--- config.mk ---
export PLATFORM = sky130hd
export DESIGN_NAME = gray_sync_decoder
export DESIGN_NICKNAME = d
export VERILOG_FILES = /design/src/rtl/gray_sync_decoder.sv
export SDC_FILE = /design/constraint.sdc
export NUM_CORES = 1
export LEC_CHECK = 0
export ABC_AREA = 1
export ABC_CLOCK_PERIOD_IN_PS = 3100
export CORE_ASPECT_RATIO = 0.8
export CORE_UTILIZATION = 53
export CTS_BUF_LIST = sky130_fd_sc_hd__clkbuf_4
export DETAILED_ROUTE_END_ITERATION = 8
export PLACE_DENSITY = 0.79
export SLEW_MARGIN = 20
export SYNTH_ARGS = -nofsm -noshare
export SYNTH_HDL_FRONTEND = slang
export SYNTH_SLANG_ARGS = --single-unit
--- constraint.sdc ---
create_clock -name clk_i -period 3.1 [get_ports clk_i]
set_input_delay 0.62 -clock clk_i [delete_from_list [all_inputs] [get_ports clk_i]]
set_output_delay 0.62 -clock clk_i [all_outputs]
set_load 0.005 [all_outputs]
--- src/rtl/gray_sync_decoder.sv ---
// Gray-count synchronizer and decoder: brings a foreign-domain gray count into clk_i,
// converts it to binary and reports forward distance. Optional step checker: GRAY_SYNC_DECODER_ERRCHK_EN.
module gray_sync_decoder #(
   parameter int WIDTH       = 8,
   parameter int SYNC_STAGES = 2
) (
   input  logic             clk_i,
   input  logic             rstn_i,
   input  logic [WIDTH-1:0] gray_i,
   input  logic             en_i,
   input  logic             clr_i,
   output logic [WIDTH-1:0] bin_o,
   output logic [WIDTH-1:0] delta_o,
   output logic             adv_o,
   output logic             err_o,
   output logic             err_sticky_o
);

   if (SYNC_STAGES < 2 || SYNC_STAGES > 4) begin : g_bad_stages
      $error("gray_sync_decoder: SYNC_STAGES must be 2..4");
   end

   logic [WIDTH-1:0] sync_q [SYNC_STAGES];
   logic [WIDTH-1:0] gray_sync;
   logic [WIDTH-1:0] bin_d, bin_q;
   logic [WIDTH-1:0] delta_d, delta_q;
   logic             adv_d, adv_q;
   logic [WIDTH-1:0] dec_bin;

   always_ff @(posedge clk_i or negedge rstn_i) begin
      if (!rstn_i) begin
         for (int i = 0; i < SYNC_STAGES; i++) sync_q[i] <= '0;
      end else begin
         sync_q[0] <= gray_i;
         for (int i = 1; i < SYNC_STAGES; i++) sync_q[i] <= sync_q[i-1];
      end
   end

   assign gray_sync = sync_q[SYNC_STAGES-1];

   always_comb begin
      dec_bin = '0;
      dec_bin[WIDTH-1] = gray_sync[WIDTH-1];
      for (int k = WIDTH-2; k >= 0; k--) dec_bin[k] = dec_bin[k+1] ^ gray_sync[k];
   end

   // Steps missed while disabled accumulate naturally: distance is always against the held bin_q.
   always_comb begin
      bin_d   = bin_q;
      delta_d = delta_q;
      adv_d   = 1'b0;
      if (en_i) begin
         bin_d   = dec_bin;
         delta_d = dec_bin - bin_q;
         adv_d   = (dec_bin != bin_q);
      end
   end

   always_ff @(posedge clk_i or negedge rstn_i) begin
      if (!rstn_i) begin
         bin_q   <= '0;
         delta_q <= '0;
         adv_q   <= 1'b0;
      end else begin
         bin_q   <= bin_d;
         delta_q <= delta_d;
         adv_q   <= adv_d;
      end
   end

   assign bin_o   = bin_q;
   assign delta_o = delta_q;
   assign adv_o   = adv_q;

`ifdef GRAY_SYNC_DECODER_ERRCHK_EN
   logic [WIDTH-1:0] prev_gray_q;
   logic [WIDTH-1:0] gray_diff;
   logic             err_d, err_q;
   logic             sticky_d, sticky_q;

   // More than one bit set <=> clearing the lowest set bit leaves something behind.
   assign gray_diff = gray_sync ^ prev_gray_q;
   assign err_d     = ((gray_diff & (gray_diff - 1'b1)) != '0);
   assign sticky_d  = err_q | (sticky_q & ~clr_i);

   always_ff @(posedge clk_i or negedge rstn_i) begin
      if (!rstn_i) begin
         prev_gray_q <= '0;
         err_q       <= 1'b0;
         sticky_q    <= 1'b0;
      end else begin
         prev_gray_q <= gray_sync;
         err_q       <= err_d;
         sticky_q    <= sticky_d;
      end
   end

   assign err_o        = err_q;
   assign err_sticky_o = sticky_q;
`else
   logic unused_clr;
   assign unused_clr   = clr_i;
   assign err_o        = 1'b0;
   assign err_sticky_o = 1'b0;
`endif

endmodule

==> metrics.md <==
| Metric | Value |
|---|---|
| Synth Flop Type | `dfrtp_1` |
| Critical path startpoint category | `register` |
| FF-to-FF End | `delta_o[6]$_DFFE_PN0P_` |
| Footprint of the multi-input gates | `644 µm²` |
| Post-synthesis instance total | `161` |
| Slowest stage delay, CP | `0.44 ns` |
| Critical path depth | `22` |
| Via Count | `roughly 1200` |
| Worst reg-to-reg path cell count | `22` |
| Reg clk slew, reported paths | `0.10 ns` |
| # fillers | `209` |
| Most common cell after layout, fill and taps aside | `dfrtp_1` |
| Pwr dens | `560 nW/µm²` |
| Tot Pwr | `between 1 and 1.5 mW` |
| Clk Latency, worst-skew pair | `0.33 ns` |
| Crit path DAT | `3.04 ns` |
| Ports | `31` |
| Critical Path End Type | `register` |
| Row Count | `17` |
| Final Hold Violating Endpoints | `0` |
| CTS buffer count | `5` |
| Synth-to-Final Area Change | `25.3%` |
| Setup ws final | `0.254 ns` |
| Largest delay share family, worst path | `simple AND/OR/NAND/NOR gates` |
| CP Launch Point | `gray_sync[7]$_DFF_PN0_` |
| DR pass1 iterations | `4` |
| Layout cells sized above 1 | `18.3%` |
| Worst Max-Slew Pin Slew | `0.560 ns` |
| Final wirelength | `about 2.7 mm` |
| Post-route setup TNS | `0 ns` |
| Critical R2R Launch | `gray_sync[7]$_DFF_PN0_` |
| DR iter-0 viols | `29` |
| LEAKAGE | `just under 1 nW` |
| Crit path cell chain | `inv_2 -> nand2_1 -> nand3_2 -> nand2_2 -> nand2_4 -> nand2_4 -> nand2_2 -> nand3_4 -> nand2_4 -> nand2_1 -> nand3b_2 -> nand2_1 -> ha_2 -> fa_1 -> inv_2 -> a21oi_1 -> o21ai_2 -> nand2_1 -> nand2_1 -> a21oi_1 -> xor2_1 -> o21ai_1` |
| Sink Count | `33` |
| Max-slew violation count | `0` |
| Outcome | `completed` |
| Antenna diodes | `0` |
| Peak supply drop | `0.000299 V` |
| Setup slack, reg-to-reg | `approximately 0.25 ns` |
| Hold Path Class | `reg2reg` |
| CTS tree | `yes` |
| Final GP Congestion | `slightly below 0.8` |
| Post-synthesis cell type count | `26` |
| Place WS | `0.0467 ns` |
| Vias in the first global route | `1120` |
| Synthesized area | `1580 µm²` |
| Routed WL per cell | `11.4 µm` |
| Async SR Flop Fraction | `100%` |
| Buf/Inv on CP | `2` |
| Commonest cells after routing, fill and taps aside | `33 x dfrtp_1, 31 x nand2_1, 27 x clkdlybuf4s50_1, 24 x inv_1, 15 x o21ai_0` |
| Syn_area_per_cell | `9.81 µm²` |
| Grt total ovfl | `0` |
| Crit path top cell by count | `nand2_1` |
| Max-cap viol count | `0` |
| Largest fanout on the critical path | `4` |
| Global-route wire length before repair | `4.57 mm` |
| Setup Viol. Count Final | `0` |
| Setup crit end | `delta_o[6]$_DFFE_PN0P_` |
| GRT Total Usage | `19.1%` |
| Largest net degree at the start of global routing | `34` |
| Sequential Area | `around 830 µm²` |
| Placed wire-length estimate | `1.95 mm` |
| WP data required | `between 3 and 4 ns` |
| Minimum clock period | `2.85 ns` |
| Initial core utilization | `56.7%` |
| Die Span X | `63.0 µm` |
| Seq cells post-synth | `33` |
| Ys Warns | `0` |
| Root Driver | `clkbuf_4` |
| Post-synthesis sequential area ratio | `between 50 and 60%` |
| Core area | `2790 µm²` |
| Fin Clk Skew | `0.00978 ns` |
| Number of synthesized flops with an enable pin | `0` |
| Nets@finish | `~220` |
| Initial antenna violation count | `0` |
| Die area | `3200 µm²` |
| Slew HR | `62.6%` |
| CP max stage cell | `dfrtp_1` |
| Die height | `slightly above 50 µm` |
| FMAX | `about 0.35 GHz` |
| CTS Buffer Depth | `2` |
| I/O Buffers | `27` |
| Routed Antenna Nets | `0` |
| DRC violations left | `0` |
| WS Path Type | `reg2reg` |
| Vias/cell | `4.96` |
| H-tree levels | `2` |
| Period utilization | `between 90% and 100%` |
cells by family (layout without fill, tap and decap cells):
logic type	after synthesis	after routing	share of synthesized area [%]
compound gates	27	27	9.51
xor+xnor	4	4	2.22
fa+ha+maj	8	8	6.81
buf+inv	31	66	9.11
flops	33	33	52.3
other cells	1	2	0.237
simple gates	57	57	19.8
registers in the layout, indices dropped and copies added, names as in the netlist:
name,count
delta_o,8
gray_sync,8
adv_o,1
sync_q,8
bin_o,8
worst min-delay path by stage:
stage	start	slack, ns	cells after the start	endpoint
finish	sync_q[11]$_DFF_PN0_	0.36	0	gray_sync[3]$_DFF_PN0_
global route	sync_q[9]$_DFF_PN0_	0.36	0	gray_sync[1]$_DFF_PN0_
CTS	sync_q[9]$_DFF_PN0_	0.36	0	gray_sync[1]$_DFF_PN0_
detailed placement	sync_q[9]$_DFF_PN0_	0.33	0	gray_sync[1]$_DFF_PN0_
global placement	sync_q[15]$_DFF_PN0_	0.33	0	gray_sync[7]$_DFF_PN0_
floorplan	rstn_i	0.32	0	adv_o$_DFF_PN0_
where the power goes:
| part | internal (mW) | switching, mW | leakage, nW |
|---|---|---|---|
| Sequential | 0.486 | 0.0326 | 0.392 |
| Combinational | 0.184 | 0.171 | 0.549 |
| Clock | 0.0950 | 0.140 | 0.0354 |
| Total | 0.765 | 0.343 | 0.976 |
cell type report:
type                            instances  area share [%]
Clock buffer                            6            2.28
Inverter                               26            4.93
Timing Repair Buffer                   32            15.6
Clock inverter                          2           0.506
Multi-Input combinational cell         98            32.6
Sequential cell                        33            41.7
Tap cell                               38            2.40
per-layer routing:
metal	vias up	part of all wire (%)	track usage, %
met5	-	0	0
met4	0	2.0	7.75
met3	9	5.7	5.58
met2	36	50	33.5
met1	539	42	22.0
li1	581	-	-
timing repair:
item | CTS | global route
hold buffers | 0 | 0
endpoints found under the hold margin | 0 | 0
resized for setup | 0 | 10
setup endpoints to repair | 0 | 2
setup buffers | 0 | 4
Yosys cell counts, drive strengths merged (2+ instances only):
| library cell | number | area (µm²) |
|---|---|---|
| clkbuf | 3 | 31.3 |
| o21ai | 18 | 93.8 |
| xor2 | 4 | 35.0 |
| dfrtp | 33 | 826 |
| inv | 26 | 97.6 |
| nand4 | 2 | 12.5 |
| nor2 | 2 | 7.51 |
| ha | 7 | 87.6 |
| nand3 | 13 | 113 |
| a31oi | 2 | 12.5 |
| buf | 2 | 15.0 |
| nand2 | 39 | 169 |
| a21oi | 4 | 20.0 |
per-stage QoR:
stage / area, µm² / utilization, % / std cells / hold WS, ns
floorplan: 1580 / - / 162 / 0.324
CTS: 1920 / 68.8 / 231 / 0.357
detailed placement: 1860 / 66.8 / 223 / 0.335
finish: 1980 / 71.0 / 235 / 0.356
global route: 1980 / 71.0 / 235 / 0.364
global placement: 1860 / 66.8 / 223 / 0.331
No activity file was read; power rests on OpenSTA's default activity.
